<file path="config.mk">
export PLATFORM = sky130hd
export DESIGN_NAME = uart_io_ctrl_flat
export DESIGN_NICKNAME = d
export VERILOG_FILES = /design/src/rtl/uart_io_pkg.sv /design/src/rtl/uart_io_ctrl_if.sv /design/src/rtl/uart_word_tx.sv /design/src/rtl/uart_io_ctrl.sv /design/src/flat_wrapper.sv
export SDC_FILE = /design/constraint.sdc
export NUM_CORES = 1
export LEC_CHECK = 0
export ABC_AREA = 1
export BUFFER_PORTS_ARGS = -buffer_cell sky130_fd_sc_hd__buf_2
export CAP_MARGIN = 20
export CORE_ASPECT_RATIO = 1.5
export CORE_MARGIN = 2
export CORE_UTILIZATION = 58
export CTS_CLUSTER_SIZE = 20
export DETAILED_ROUTE_END_ITERATION = 6
export GPL_TIMING_DRIVEN = 0
export PLACE_DENSITY_LB_ADDON = 0.3
export SLEW_MARGIN = 20
export SYNTH_ARGS = -nofsm -noshare
export SYNTH_HDL_FRONTEND = slang
export SYNTH_HIERARCHICAL = 1
export SYNTH_SLANG_ARGS = --single-unit
</file>
<file path="constraint.sdc">
create_clock -name CLK -period 4.5 [get_ports CLK]
set_input_delay 0.225 -clock CLK [delete_from_list [all_inputs] [get_ports CLK]]
set_output_delay 0.225 -clock CLK [all_outputs]
set_load 0.01 [all_outputs]
</file>
<file path="src/rtl/uart_io_pkg.sv">
// Shared types and constants for the UART I/O sequencer.
//   rx_state_t : receive-word FSM states
//   tx_state_t : transmit-word FSM states
//   BYTE_W     : width of one UART byte
package uart_io_pkg;

  localparam int unsigned BYTE_W = 8;

  typedef enum logic [1:0] {
    RxIdle,
    RxCollect,
    RxDone
  } rx_state_t;

  typedef enum logic [2:0] {
    TxIdle,
    TxSend,
    TxAck,
    TxDrain,
    TxDone
  } tx_state_t;

endpackage

</file>
<file path="src/rtl/uart_io_ctrl_if.sv">
// Bundle between the UART sequencer and its environment (receiver, sender, loader, core).
//   master : environment side (drives requests, receiver bytes, sender ready)
//   slave  : sequencer side (drives loader bytes, IN word, sender strobe, done strobes)
interface uart_io_ctrl_if
  import uart_io_pkg::*;
#(
  parameter int unsigned WORD_BYTES = 4
);

  logic                           load_mode;
  logic [BYTE_W-1:0]              rx_data;
  logic                           rx_valid;
  logic [BYTE_W-1:0]              ld_data;
  logic                           ld_valid;
  logic                           in_req;
  logic [WORD_BYTES*BYTE_W-1:0]   in_data;
  logic                           in_done;
  logic                           out_req;
  logic [WORD_BYTES*BYTE_W-1:0]   out_word;
  logic                           out_done;
  logic [BYTE_W-1:0]              tx_data;
  logic                           tx_enable;
  logic                           tx_ready;
  logic                           rx_overrun;

  modport master (
    output load_mode, rx_data, rx_valid, in_req, out_req, out_word, tx_ready,
    input  ld_data, ld_valid, in_data, in_done, out_done, tx_data, tx_enable, rx_overrun
  );

  modport slave (
    input  load_mode, rx_data, rx_valid, in_req, out_req, out_word, tx_ready,
    output ld_data, ld_valid, in_data, in_done, out_done, tx_data, tx_enable, rx_overrun
  );

endinterface

</file>
<file path="src/rtl/uart_word_tx.sv">
// Serialises one word into WORD_BYTES sender bytes, MSB first.
//   clk, rst  : clock, synchronous active-high reset
//   out_req   : level request; out_word latched when accepted in idle
//   tx_ready  : sender idle
//   tx_data   : byte to sender, held from its strobe until the next strobe
//   tx_enable : one-cycle start strobe
//   out_done  : one-cycle strobe once the last byte has fully drained
module uart_word_tx
  import uart_io_pkg::*;
#(
  parameter int unsigned WORD_BYTES = 4,
  localparam int unsigned WordW = WORD_BYTES * BYTE_W,
  localparam int unsigned CntW  = (WORD_BYTES > 1) ? $clog2(WORD_BYTES) : 1
) (
  input  logic              clk,
  input  logic              rst,
  input  logic              out_req,
  input  logic [WordW-1:0]  out_word,
  input  logic              tx_ready,
  output logic [BYTE_W-1:0] tx_data,
  output logic              tx_enable,
  output logic              out_done
);

  tx_state_t         state_q, state_d;
  logic [WordW-1:0]  word_q, word_d;
  logic [CntW-1:0]   cnt_q, cnt_d;
  logic [BYTE_W-1:0] tx_data_q, tx_data_d;
  logic              tx_en_q, tx_en_d;

  always_ff @(posedge clk) begin
    if (rst) begin
      state_q   <= TxIdle;
      word_q    <= '0;
      cnt_q     <= '0;
      tx_data_q <= '0;
      tx_en_q   <= 1'b0;
    end else begin
      state_q   <= state_d;
      word_q    <= word_d;
      cnt_q     <= cnt_d;
      tx_data_q <= tx_data_d;
      tx_en_q   <= tx_en_d;
    end
  end

  always_comb begin
    state_d   = state_q;
    word_d    = word_q;
    cnt_d     = cnt_q;
    tx_data_d = tx_data_q;
    tx_en_d   = 1'b0;
    case (state_q)
      TxIdle: begin
        if (out_req) begin
          word_d  = out_word;
          cnt_d   = '0;
          state_d = TxSend;
        end
      end
      TxSend: begin
        // Strobe is registered, so it appears in the first TxAck cycle with its byte.
        if (tx_ready) begin
          tx_data_d = word_q[WordW-1 -: BYTE_W];
          word_d    = word_q << BYTE_W;
          tx_en_d   = 1'b1;
          state_d   = TxAck;
        end
      end
      TxAck: begin
        if (!tx_ready) state_d = TxDrain;
      end
      TxDrain: begin
        if (tx_ready) begin
          if (cnt_q == CntW'(WORD_BYTES - 1)) begin
            state_d = TxDone;
          end else begin
            cnt_d   = cnt_q + CntW'(1);
            state_d = TxSend;
          end
        end
      end
      TxDone:  state_d = TxIdle;
      default: state_d = TxIdle;
    endcase
  end

  always_comb begin
    tx_data   = tx_data_q;
    tx_enable = tx_en_q;
    out_done  = (state_q == TxDone);
  end

endmodule

</file>
<file path="src/rtl/uart_io_ctrl.sv">
// Sequences the shared UART receiver/sender for the core.
//   CLK, RST : clock, synchronous active-high reset
//   io       : slave side of uart_io_ctrl_if
//              - loader path: receiver bytes forwarded while load_mode=1 (1-cycle latency)
//              - IN path: WORD_BYTES receiver bytes assembled MSB first into in_data
//              - OUT path: out_word serialised by uart_word_tx
//              - one-byte hold register catches bytes arriving before an IN request
module uart_io_ctrl
  import uart_io_pkg::*;
#(
  parameter int unsigned WORD_BYTES = 4
) (
  input logic           CLK,
  input logic           RST,
  uart_io_ctrl_if.slave io
);

  localparam int unsigned WordW = WORD_BYTES * BYTE_W;
  localparam int unsigned CntW  = (WORD_BYTES > 1) ? $clog2(WORD_BYTES) : 1;

  rx_state_t         rx_state_q, rx_state_d;
  logic [CntW-1:0]   k_q, k_d;
  logic [WordW-1:0]  in_data_q, in_data_d;
  logic              hold_full_q, hold_full_d;
  logic [BYTE_W-1:0] hold_data_q, hold_data_d;
  logic              overrun_q, overrun_d;
  logic [BYTE_W-1:0] ld_data_q, ld_data_d;
  logic              ld_valid_q, ld_valid_d;

  logic              take_hold, take_rx;
  logic [BYTE_W-1:0] rx_byte;
  int unsigned       shift;

  always_ff @(posedge CLK) begin
    if (RST) begin
      rx_state_q  <= RxIdle;
      k_q         <= '0;
      in_data_q   <= '0;
      hold_full_q <= 1'b0;
      hold_data_q <= '0;
      overrun_q   <= 1'b0;
      ld_data_q   <= '0;
      ld_valid_q  <= 1'b0;
    end else begin
      rx_state_q  <= rx_state_d;
      k_q         <= k_d;
      in_data_q   <= in_data_d;
      hold_full_q <= hold_full_d;
      hold_data_q <= hold_data_d;
      overrun_q   <= overrun_d;
      ld_data_q   <= ld_data_d;
      ld_valid_q  <= ld_valid_d;
    end
  end

  always_comb begin
    rx_state_d  = rx_state_q;
    k_d         = k_q;
    in_data_d   = in_data_q;
    hold_full_d = hold_full_q;
    hold_data_d = hold_data_q;
    overrun_d   = overrun_q;
    ld_data_d   = ld_data_q;
    ld_valid_d  = 1'b0;
    take_hold   = 1'b0;
    take_rx     = 1'b0;
    rx_byte     = io.rx_data;
    shift       = BYTE_W * 32'(k_q);

    if (io.load_mode && io.rx_valid) begin
      ld_valid_d = 1'b1;
      ld_data_d  = io.rx_data;
    end

    case (rx_state_q)
      RxIdle: begin
        if (io.in_req && !io.load_mode) begin
          k_d        = '0;
          rx_state_d = RxCollect;
        end
      end
      RxCollect: begin
        if (io.load_mode) begin
          rx_state_d = RxIdle;  // partial word dropped, no in_done
        end else begin
          // A held byte is older than anything on the receiver, so it goes first.
          if (hold_full_q) begin
            take_hold = 1'b1;
            rx_byte   = hold_data_q;
          end else if (io.rx_valid) begin
            take_rx = 1'b1;
          end
          if (take_hold || take_rx) begin
            in_data_d = (in_data_q & ~({{BYTE_W{1'b1}}, {(WordW-BYTE_W){1'b0}}} >> shift))
                      | ({rx_byte, {(WordW-BYTE_W){1'b0}}} >> shift);
            if (k_q == CntW'(WORD_BYTES - 1)) begin
              rx_state_d = RxDone;
            end else begin
              k_d = k_q + CntW'(1);
            end
          end
        end
      end
      RxDone:  rx_state_d = RxIdle;
      default: rx_state_d = RxIdle;
    endcase

    // Any IN-mode byte not consumed directly lands in the hold register; this also covers a
    // byte arriving in the acceptance cycle, which then becomes byte 0 one cycle later.
    if (io.load_mode) begin
      hold_full_d = 1'b0;
    end else begin
      if (take_hold) hold_full_d = 1'b0;
      if (io.rx_valid && !take_rx) begin
        hold_full_d = 1'b1;
        hold_data_d = io.rx_data;
        if (hold_full_q && !take_hold) overrun_d = 1'b1;
      end
    end
  end

  always_comb begin
    io.ld_data    = ld_data_q;
    io.ld_valid   = ld_valid_q;
    io.in_data    = in_data_q;
    io.in_done    = (rx_state_q == RxDone);
    io.rx_overrun = overrun_q;
  end

  uart_word_tx #(
    .WORD_BYTES(WORD_BYTES)
  ) u_tx (
    .clk      (CLK),
    .rst      (RST),
    .out_req  (io.out_req),
    .out_word (io.out_word),
    .tx_ready (io.tx_ready),
    .tx_data  (io.tx_data),
    .tx_enable(io.tx_enable),
    .out_done (io.out_done)
  );

endmodule

</file>
<file path="src/flat_wrapper.sv">
// flat-port wrapper written by rule: the top's interface ports become plain ports
module uart_io_ctrl_flat import uart_io_pkg::*;
#(
  parameter int unsigned WORD_BYTES = 4
)
  (CLK, RST, io_load_mode, io_rx_data, io_rx_valid, io_in_req, io_out_req, io_out_word, io_tx_ready, io_ld_data, io_ld_valid, io_in_data, io_in_done, io_out_done, io_tx_data, io_tx_enable, io_rx_overrun);
  uart_io_ctrl_if #(.WORD_BYTES(WORD_BYTES)) io_i ();
  input logic CLK;
  input logic RST;
  input wire logic [$bits(io_i.load_mode)-1:0] io_load_mode;
  input wire logic [$bits(io_i.rx_data)-1:0] io_rx_data;
  input wire logic [$bits(io_i.rx_valid)-1:0] io_rx_valid;
  input wire logic [$bits(io_i.in_req)-1:0] io_in_req;
  input wire logic [$bits(io_i.out_req)-1:0] io_out_req;
  input wire logic [$bits(io_i.out_word)-1:0] io_out_word;
  input wire logic [$bits(io_i.tx_ready)-1:0] io_tx_ready;
  output wire logic [$bits(io_i.ld_data)-1:0] io_ld_data;
  output wire logic [$bits(io_i.ld_valid)-1:0] io_ld_valid;
  output wire logic [$bits(io_i.in_data)-1:0] io_in_data;
  output wire logic [$bits(io_i.in_done)-1:0] io_in_done;
  output wire logic [$bits(io_i.out_done)-1:0] io_out_done;
  output wire logic [$bits(io_i.tx_data)-1:0] io_tx_data;
  output wire logic [$bits(io_i.tx_enable)-1:0] io_tx_enable;
  output wire logic [$bits(io_i.rx_overrun)-1:0] io_rx_overrun;
  assign io_i.load_mode = io_load_mode;
  assign io_i.rx_data = io_rx_data;
  assign io_i.rx_valid = io_rx_valid;
  assign io_i.in_req = io_in_req;
  assign io_i.out_req = io_out_req;
  assign io_i.out_word = io_out_word;
  assign io_i.tx_ready = io_tx_ready;
  assign io_ld_data = io_i.ld_data;
  assign io_ld_valid = io_i.ld_valid;
  assign io_in_data = io_i.in_data;
  assign io_in_done = io_i.in_done;
  assign io_out_done = io_i.out_done;
  assign io_tx_data = io_i.tx_data;
  assign io_tx_enable = io_i.tx_enable;
  assign io_rx_overrun = io_i.rx_overrun;
  uart_io_ctrl #(.WORD_BYTES(WORD_BYTES)) u_core (.CLK(CLK), .RST(RST), .io(io_i));
endmodule
</file>
== After elaboration in Yosys (flattened, before gate mapping) ==
Cells that the tools add are included.

* Word-level logic and storage cells: 107
* Bits in registers: 101
* Output and inout port bits: 53

* Bitwise gates (word level): 5
* Add/sub/neg operators: 2
* Shifts and indexed selects: 2
* Eq/ne operators: 19
* Reductions and logical operators: 25
* Muxes and demuxes: 41

{| class="wikitable"
|+ Operators with widths
! operator !! number
|-
| two-way mux 32 bit || 2
|-
| one-hot mux 32 bit (2 select lines) || 1
|-
| AND 32 bit || 1
|-
| NOT 32 bit || 1
|-
| OR 32 bit || 1
|-
| >> shifter 32 x 5 -> 32 bit || 1
|-
| >> shifter 32 x 5 -> 32 bit (first input constant) || 1
|-
| two-way mux 8 bit || 3
|-
| two-way mux 2 bit || 11
|-
| two-way mux 1 bit || 15
|-
| two-way mux 3 bit || 5
|-
| != test 2 bit (second input constant) || 7
|-
| one-hot mux 2 bit (2 select lines) || 3
|-
| one-hot mux 3 bit (4 select lines) || 1
|-
| AND reduction 3 bit || 4
|-
| AND reduction 4 bit || 2
|-
| nonzero test 2 bit || 4
|-
| == test 2 bit (second input constant) || 3
|-
| == test 3 x 2 -> 1 bit (second input constant) || 2
|-
| != test 3 x 2 -> 1 bit (second input constant) || 2
|-
| AND reduction 5 bit || 1
|-
| adder 2 x 1 -> 2 bit (second input constant) || 2
|-
| logical AND 1 bit || 4
|-
| != test 2 x 1 -> 1 bit (second input constant) || 2
|-
| 10 further kinds || 15
|}

== Depth between registers and ports, before layout ==
Gate-level depths: netlist of the first run.

* Word-level depth: 9
* Mapped depth: 8
* Gate-level depth less buffers: 8

== Hierarchy ==
Netlist of the first run, hierarchy kept.

{| class="wikitable"
|+ Modules (own cells, without submodules)
! module !! times used !! cells each !! sequential area each (sq um) !! area each (sq um)
|-
| uart_io_ctrl || 1 || 333 || 1101.1 || 2447.3
|-
| uart_word_tx || 1 || 312 || 920.9 || 2120.8
|}

== Worst setup path after synthesis of the first run ==
No wires, ideal clock.

* Kind: register to register
* Start: register u_core.k_q[1]
* End: register u_core.k_q[1]
* Arrival time: 1.404 ns
* Required time: 4.383 ns
* Setup slack: 2.979 ns
* Clock period less this slack: 1.521 ns
* Stages on the path, launching flop included: 8
* Path through: dfxtp_1 buf_2 clkinv_1 buf_2 ha_1 nand2_1 a21boi_0 nor2_1

* Cells in the longest elaborated chain, start to end: 5

{| class="wikitable"
|+ RTL lines
! item !! RTL line !! RTL
|-
| start: declaration || uart_io_ctrl.sv:22 || <nowiki>logic [CntW-1:0] k_q, k_d;</nowiki>
|-
| start signal: assignment || uart_io_ctrl.sv:46 || <nowiki>k_q <= k_d;</nowiki>
|-
| adder 2 x 1 -> 2 bit || uart_io_ctrl.sv:99 || <nowiki>k_d = k_q + CntW'(1);</nowiki>
|-
| two-way mux 2 bit || uart_io_ctrl.sv:96 || <nowiki>if (k_q == CntW'(WORD_BYTES - 1)) begin</nowiki>
|-
| two-way mux 2 bit || uart_io_ctrl.sv:93 || <nowiki>if (take_hold || take_rx) begin</nowiki>
|-
| two-way mux 2 bit || uart_io_ctrl.sv:83 || <nowiki>if (io.load_mode) begin</nowiki>
|-
| one-hot mux 2 bit (2 select lines) || uart_io_ctrl.sv:75 || <nowiki>case (rx_state_q)</nowiki>
|}

Several ways; a longest one is shown, not always the timed one. The select of a mux whose other input is x is not followed.
A chain may end at the register's enable or synchronous reset.

== Worst setup path after layout of the first run ==
* Start: register u_core.k_q[1]
* End: register u_core.in_data_q[17] (netlist: u_core/io.in_data[17])

* Cells in the longest elaborated chain, start to end: 4

{| class="wikitable"
|+ RTL lines
! item !! RTL line !! RTL
|-
| >> shifter 32 x 5 -> 32 bit || uart_io_ctrl.sv:94 || <nowiki>in_data_d = (in_data_q & ~({{BYTE_W{1'b1}}, {(WordW-BYTE_W){1'b0}}} >> shift))</nowiki>
|-
| NOT 32 bit || uart_io_ctrl.sv:94 ||
|-
| AND 32 bit || uart_io_ctrl.sv:94 ||
|-
| OR 32 bit * || uart_io_ctrl.sv:95 || <nowiki>| ({rx_byte, {(WordW-BYTE_W){1'b0}}} >> shift);</nowiki>
|-
| end signal: assignment || uart_io_ctrl.sv:47 || <nowiki>in_data_q <= in_data_d;</nowiki>
|-
| end: declaration || uart_io_ctrl.sv:23 || <nowiki>logic [WordW-1:0] in_data_q, in_data_d;</nowiki>
|}

Every way passes the cells marked *; elsewhere a longest branch is shown, timed or not.

==> results.md, run 1 <==
- Status: finished clean
- Initial Utilization: 60.0%
- Max-Cap Viols: 0
- Distinct cells, synth: 28
- Detailed-routing wirelength on met1: 4310 microns
- Setup TNS: 0 ns
- Post-route cell area: 5500 sq um
- Worst path bufs/invs: 3
- Power per standard cell area: 497 nW/um^2
- Rel. slew slack: 71.3%
- Crit-path most repeated cell: buf_2
- Post-Syn Area: 4570 sq um
- Antenna Violating Nets Remaining: 0
- WL met2: 6350 microns
- Startpoint types: flop
- Final hold vios: 0
- Largest net degree at the start of global routing: 18
- Met3 wire len: 491 microns
- Worst Path Required: 4.77 ns
- Dpl cell area: 5190 sq um
- Port Buffers: 99
- Peak VDD IR: 0.000370 V
- Period utilisation layout: 41.1%
- Die area: 8620 sq um
- Total GRT Usage: 27.6%
- # DRC: 0
- CTS buffer count: 9
- Post_cts resized: 0
- Share of the synthesized area in the top cell type: 44.3%
- Vias in the first global route: 4356
- Dpl hpwl: 8870 microns
- Skew final: 0.00580 ns
- CTS HTree Levels: 3
- Clk Latency, worst-skew pair: 0.35 ns
- GPL Wtd Cong: 1.03
- Grt ovf: 0
- CP cell instances: buf_2 -> clkinv_1 -> buf_2 -> ha_1 -> nand3_2 -> nand2_1 -> a21oi_1
- Uppermost layer routed: met4
- Final net count: 807
- Min Tclk post-route: 1.85 ns
- Hold Buf Count CTS: 0
- Die Height: 113 microns
- CTS sink count: 101
- DRT Pass-1 Iters: 5
- Most frequent cells in the layout: nand2_1 (164), buf_2 (112), dfxtp_1 (101)
- Final slew viol count: 0
- FMAX: 541 MHz
- Flops & latches, synth: 101
- Core ar.: 7610 sq um
- Worst hold path class: primary input to flop
- Iteration-0 DRC Markers: 346
- Share of post-route cells with drive strength above 1: 21.6%
- Antenna violations before repair: 0
- Worst Path Max Fanout: 11
- Filler cells: 653
- Post-CTS Setup Bufs: 0
- Post-Route WL: 11600 microns
- Synth Warn #: 6
- Synth-to-Final Area Change: 20.4%
- Slowest stage delay, CP: 0.36 ns
- Via count: 4552
- Cell Rows: 39
- # IOs: 100
- Vias/cell: 5.28
- Syn avg cell area: 7.08 sq um
- Clock Tree Root: clkbuf_16
- Gate count after technology mapping: 645
- Syn_nets: 697
- Final setup fails: 0
- Diodes inserted: 0
- Cell family with most CP delay: buffers and inverters
- CTS tree: built
- WP data arrival: 2.12 ns
- RSZ-0062 raised after global routing: no
- Multi-input gate area: 2120 sq um
- Yosys top cell by area: dfxtp_1
- CP Capture Type: flop
- Seq/Total Area, Yosys: 44.3%
- Least-Margin Pin Slew: 0.431 ns
- Crit path max-delay cell type: dfxtp_1
- Synth top area cells: dfxtp_1 (44%), nand2_1 (13%), nand3_1 (7.0%), nor2_1 (7.0%), a21oi_1 (6.9%)
- Most common cell after layout, fill and taps aside: nand2_1
- WL per Instance: 13.4 microns
- Reg clk slew, reported paths: 0.07 ns
- First-pass GRT wire length: 19200 microns
- Design Power: 2.73 mW
- Die X: 76.5 microns
- Critical path class: flop to flop
- LEAKAGE: 2.66 nW
- CTS max path bufs: 2
- Sequential Area: 2020 sq um
## final timing paths
path / slack [ns] / endpoint / from / cells after the start
worst max-delay path: 2.65 / u_core/io.in_data[17]$_SDFFE_PP0P_ / u_core/k_q[1]$_SDFFE_PP0P_ / 7
worst min-delay path: 0.12 / u_core/u_tx/state_q[2]$_SDFFE_PP0P_ / RST / 2
worst max register to register: 2.65 / u_core/io.in_data[17]$_SDFFE_PP0P_ / u_core/k_q[1]$_SDFFE_PP0P_ / 7
worst min register to register: 0.44 / u_core/u_tx/tx_data[6]$_SDFFE_PP0P_ / u_core/u_tx/tx_data[6]$_SDFFE_PP0P_ / 2
## cells in the mapped netlist, drive strengths merged
cell / count
nor2: 91
inv: 53
a21oi: 63
nand3: 72
o21ai: 41
nor3: 3
dfxtp: 101
ha: 5
nand4: 11
a21boi: 1
buf: 27
nand2: 167
clkbuf: 7
o21bai: 1
clkinv: 2
## where the power goes
group / switching (mW) / total (mW) / internal (mW)
registers: 0.0772 / 1.12 / 1.04
clock network: 0.345 / 0.796 / 0.451
logic: 0.527 / 0.818 / 0.291
## cell type report
class / instances / share of cell area [%]
well taps: 102 / 2.32
multi-input cells: 455 / 38.6
plain buffers: 34 / 3.91
repair buffers: 99 / 9.01
clock buffers: 10 / 4.34
clock inverters: 6 / 1.27
inverters: 55 / 3.80
flip-flops and latches: 101 / 36.8
## kinds of logic (layout without fill, tap and decap cells)
logic type | after synthesis | after routing | synth area share (%)
and+or+nand+nor | 344 | 344 | 33.4
AOI/OAI and AO/OA | 106 | 106 | 11.7
DFF | 101 | 101 | 44.3
buffers and inverters | 89 | 204 | 9.29
adders and majority gates | 5 | 5 | 1.37
## flip-flops by register name (all words and copies together) (netlist names)
register and cells:
u_core/io.in_data 32, u_core/u_tx/word_q 32, u_core/hold_data_q 8, u_core/io.ld_data 8, u_core/u_tx/tx_data 8, u_core/u_tx/state_q 3
u_core/k_q 2, u_core/rx_state_q 2, u_core/u_tx/cnt_q 2, u_core/hold_full_q 1, u_core/io.ld_valid 1, u_core/io.rx_overrun 1
u_core/u_tx/tx_enable 1
## routing by layer
| metal | track usage [%] | vias up |
|---|---|---|
| li1 | - | 2290 |
| met1 | 27.6 | 2063 |
| met2 | 54.4 | 165 |
| met3 | 3.59 | 34 |
| met4 | 14.7 | 0 |
| met5 | 0 | - |
## through the flow
step	util, %	hold WS [ns]	worst slack [ns]	instances
floorplan	-	0.303	2.98	645
global placement	68.2	0.431	2.76	846
detailed placement	68.2	0.433	2.68	846
CTS	72.3	0.120	2.69	862
global route	72.3	0.136	2.52	862
finish	72.3	0.119	2.65	862
Power figures use the tool's default switching activity.
==> run 2, diff against run 1 <==
Settings changed: ABC_AREA 1 to 0, CORE_UTILIZATION 58 to 48.
Clock period 4.5 ns to 1.6 ns, I/O delays scaled along.
==> results.md, run 2 <==
- Status: finished clean
- Max-Cap Viols: 0
- RSZ-0062 raised after global routing: no
- Multi-input gate area: 2190 sq um
- Final setup fails: 0
- Least-Margin Pin Slew: 0.681 ns
- Slowest stage delay, CP: 0.48 ns
- Most common cell after layout, fill and taps aside: buf_2
- Power per standard cell area: 1070 nW/um^2
- Clk Latency, worst-skew pair: 0.34 ns
- Layout Utilization: 62.9%
- Skew final: 0.00701 ns
- Share of post-route cells with drive strength above 1: 30.5%
- Gate count after technology mapping: 448
- Worst hold path class: primary input to flop
- WHS: 0.0145 ns
- DRT Pass-1 Iters: 4
- Final net count: 628
- Filler cells: 753
- Most frequent cells in the layout: buf_2 (107), dfxtp_1 (98), nand2_1 (85)
- # IOs: 100
- Flops & latches, synth: 101
- Cell Rows: 42
- Syn avg cell area: 9.69 sq um
- Dpl hpwl: 8080 microns
- Crit path max-delay cell type: dfxtp_1
- CTS sink count: 101
- Vias in the first global route: 3630
- Post-route cell area: 5550 sq um
- # DRC: 0
- Worst path bufs/invs: 1
- Distinct cells, synth: 47
- CTS max path bufs: 2
- CP Capture Type: flop
- Critical path class: flop to flop
- Startpoint types: flop
- First-pass GRT wire length: 17500 microns
- WL per Instance: 16.1 microns
- Count leader, synth: dfxtp_1
- Synth-to-Final Area Change: 27.9%
- Post-Syn Area: 4340 sq um
- Reg clk slew, reported paths: 0.06 ns
- Diodes inserted: 0
- CTS buffer count: 9
- Synth Warn #: 6
- Seq/Total Area, Yosys: 46.6%
- Syn_nets: 500
- Post-synth ARST share: 0%
- Antenna Violating Nets Remaining: 0
- Final slew viol count: 0
- CP cell instances: inv_1 -> ha_1 -> nor3b_1 -> mux2_4
- Min Tclk post-route: 1.53 ns
- Setup slack at placement: -0.207 ns
- Core ar.: 8830 sq um
- Worst Path Required: 1.82 ns
- Post-Route WL: 11100 microns
- Yosys top cell by area: dfxtp_1
- Rel. slew slack: 54.6%
- WP data arrival: 1.75 ns
- GPL Wtd Cong: 0.887
- Most common flop cell mapped by yosys: dfxtp_1
- CTS tree: built
- Antenna violations before repair: 0
- Initial Utilization: 49.2%
- Die X: 81.6 microns
- CTS HTree Levels: 3
- Worst Path Max Fanout: 5
- Period utilisation layout: 95.6%
- Peak VDD IR: 0.000700 V
- Setup TNS: 0 ns
- Cell family with most CP delay: flip-flops
- Dpl cell area: 4970 sq um
- Iteration-0 DRC Markers: 125
- Final hold vios: 0
- Largest net degree at the start of global routing: 16
- Grt ovf: 0
- Port Buffers: 98
- Die Height: 120 microns
- Via count: 3796
- Total GRT Usage: 23.1%
- Die area: 9830 sq um
- Sequential Area: 2030 sq um
- Share of the synthesized area in the top cell type: 46.6%
- Clock Tree Root: clkbuf_16
- Worst Setup Slack, final: 0.0705 ns
- FMAX: 654 MHz
- Post-synth EDFFs: 0
- Vias/cell: 5.49
- LEAKAGE: 2.30 nW
- Synth cell count leaders: dfxtp_1 (101), nand2_1 (85), a21oi_1 (48)
- Synth top area cells: dfxtp_1 (47%), nand2_1 (7.4%), a22o_1 (6.5%), a21oi_1 (5.5%), mux2i_1 (4.2%)
[run 2: changes by cell type after synthesis, moves of 11 or more]
cell,previous run,this run
a21oi_1,63,48
a22o_1,0,32
a311oi_1,0,14
a311oi_2,0,11
inv_1,47,3
mux2i_1,0,18
nand2_1,164,85
nand2b_1,0,19
nand3_1,64,9
nand4_1,11,0
nor2_1,85,11
o21ai_0,39,11
[run 2: cells by family after synthesis]
kind of cell	count (synthesis)	share of synthesized area, %
compound gates	128	22.1
xor+xnor	1	0.202
fa+ha+maj	5	1.44
buf+inv	35	4.53
flops	101	46.6
mux	21	5.16
simple gates	157	20.0
[run 2: routing by layer]
metal	up-vias	GRT usage, %	routed length [microns]
li1	1871	-	-
met1	1792	23.6	4160
met2	108	43.2	6120
met3	25	4.40	500
met4	0	11.5	315
met5	-	0	0
[run 2: final timing paths]
check	cells past startpoint	slack, ns	from	endpoint
max reg2reg	4	0.07	u_core/k_q[1]$_SDFFE_PP0P_	u_core/k_q[1]$_SDFFE_PP0P_
min reg2reg	2	0.45	u_core/u_tx/word_q[29]$_SDFFE_PP0P_	u_core/u_tx/tx_data[5]$_SDFFE_PP0P_
min	3	0.01	io_out_word[10]	u_core/u_tx/word_q[10]$_SDFFE_PP0P_
max	4	0.07	u_core/k_q[1]$_SDFFE_PP0P_	u_core/k_q[1]$_SDFFE_PP0P_
[run 2: cell type report]
class	instances	share of cell area, %
Multi-Input combinational cell	312	39.5
Tap cell	110	2.48
Inverter	3	0.203
Buffer	32	3.38
Timing Repair Buffer	117	12.1
Clock buffer	13	4.69
Clock inverter	3	1.22
Sequential cell	101	36.5
[run 2: repair_timing]
action,in CTS,in global routing
buffers inserted,0,4
gates resized for setup,5,11
pin swaps,0,2
cloned,0,0
hold endpoints to repair,15,0
endpoints found under the setup margin,30,45
hold buffers,15,0
[run 2: tightest hold or removal path, cell delays in order]
cell,delay [ns]
buf_2,0.10
nand2_1,0.05
a311oi_1,0.08
[run 2: power by group]
part	internal, mW	switching [mW]	leakage, nW
clock	1.46	0.893	0.156
sequential	2.65	0.0783	0.825
combinational	0.361	0.484	1.32
[run 2: through the flow]
| stage | std cells | total power [mW] |
|---|---|---|
| 5_1_grt | 691 | 6.17 |
| 2_1_floorplan | 448 | 3.32 |
| 3_3_place_gp | 656 | 3.54 |
| 3_5_place_dp | 656 | 3.56 |
| 4_1_cts | 687 | 5.96 |
| 6_report | 691 | 5.92 |
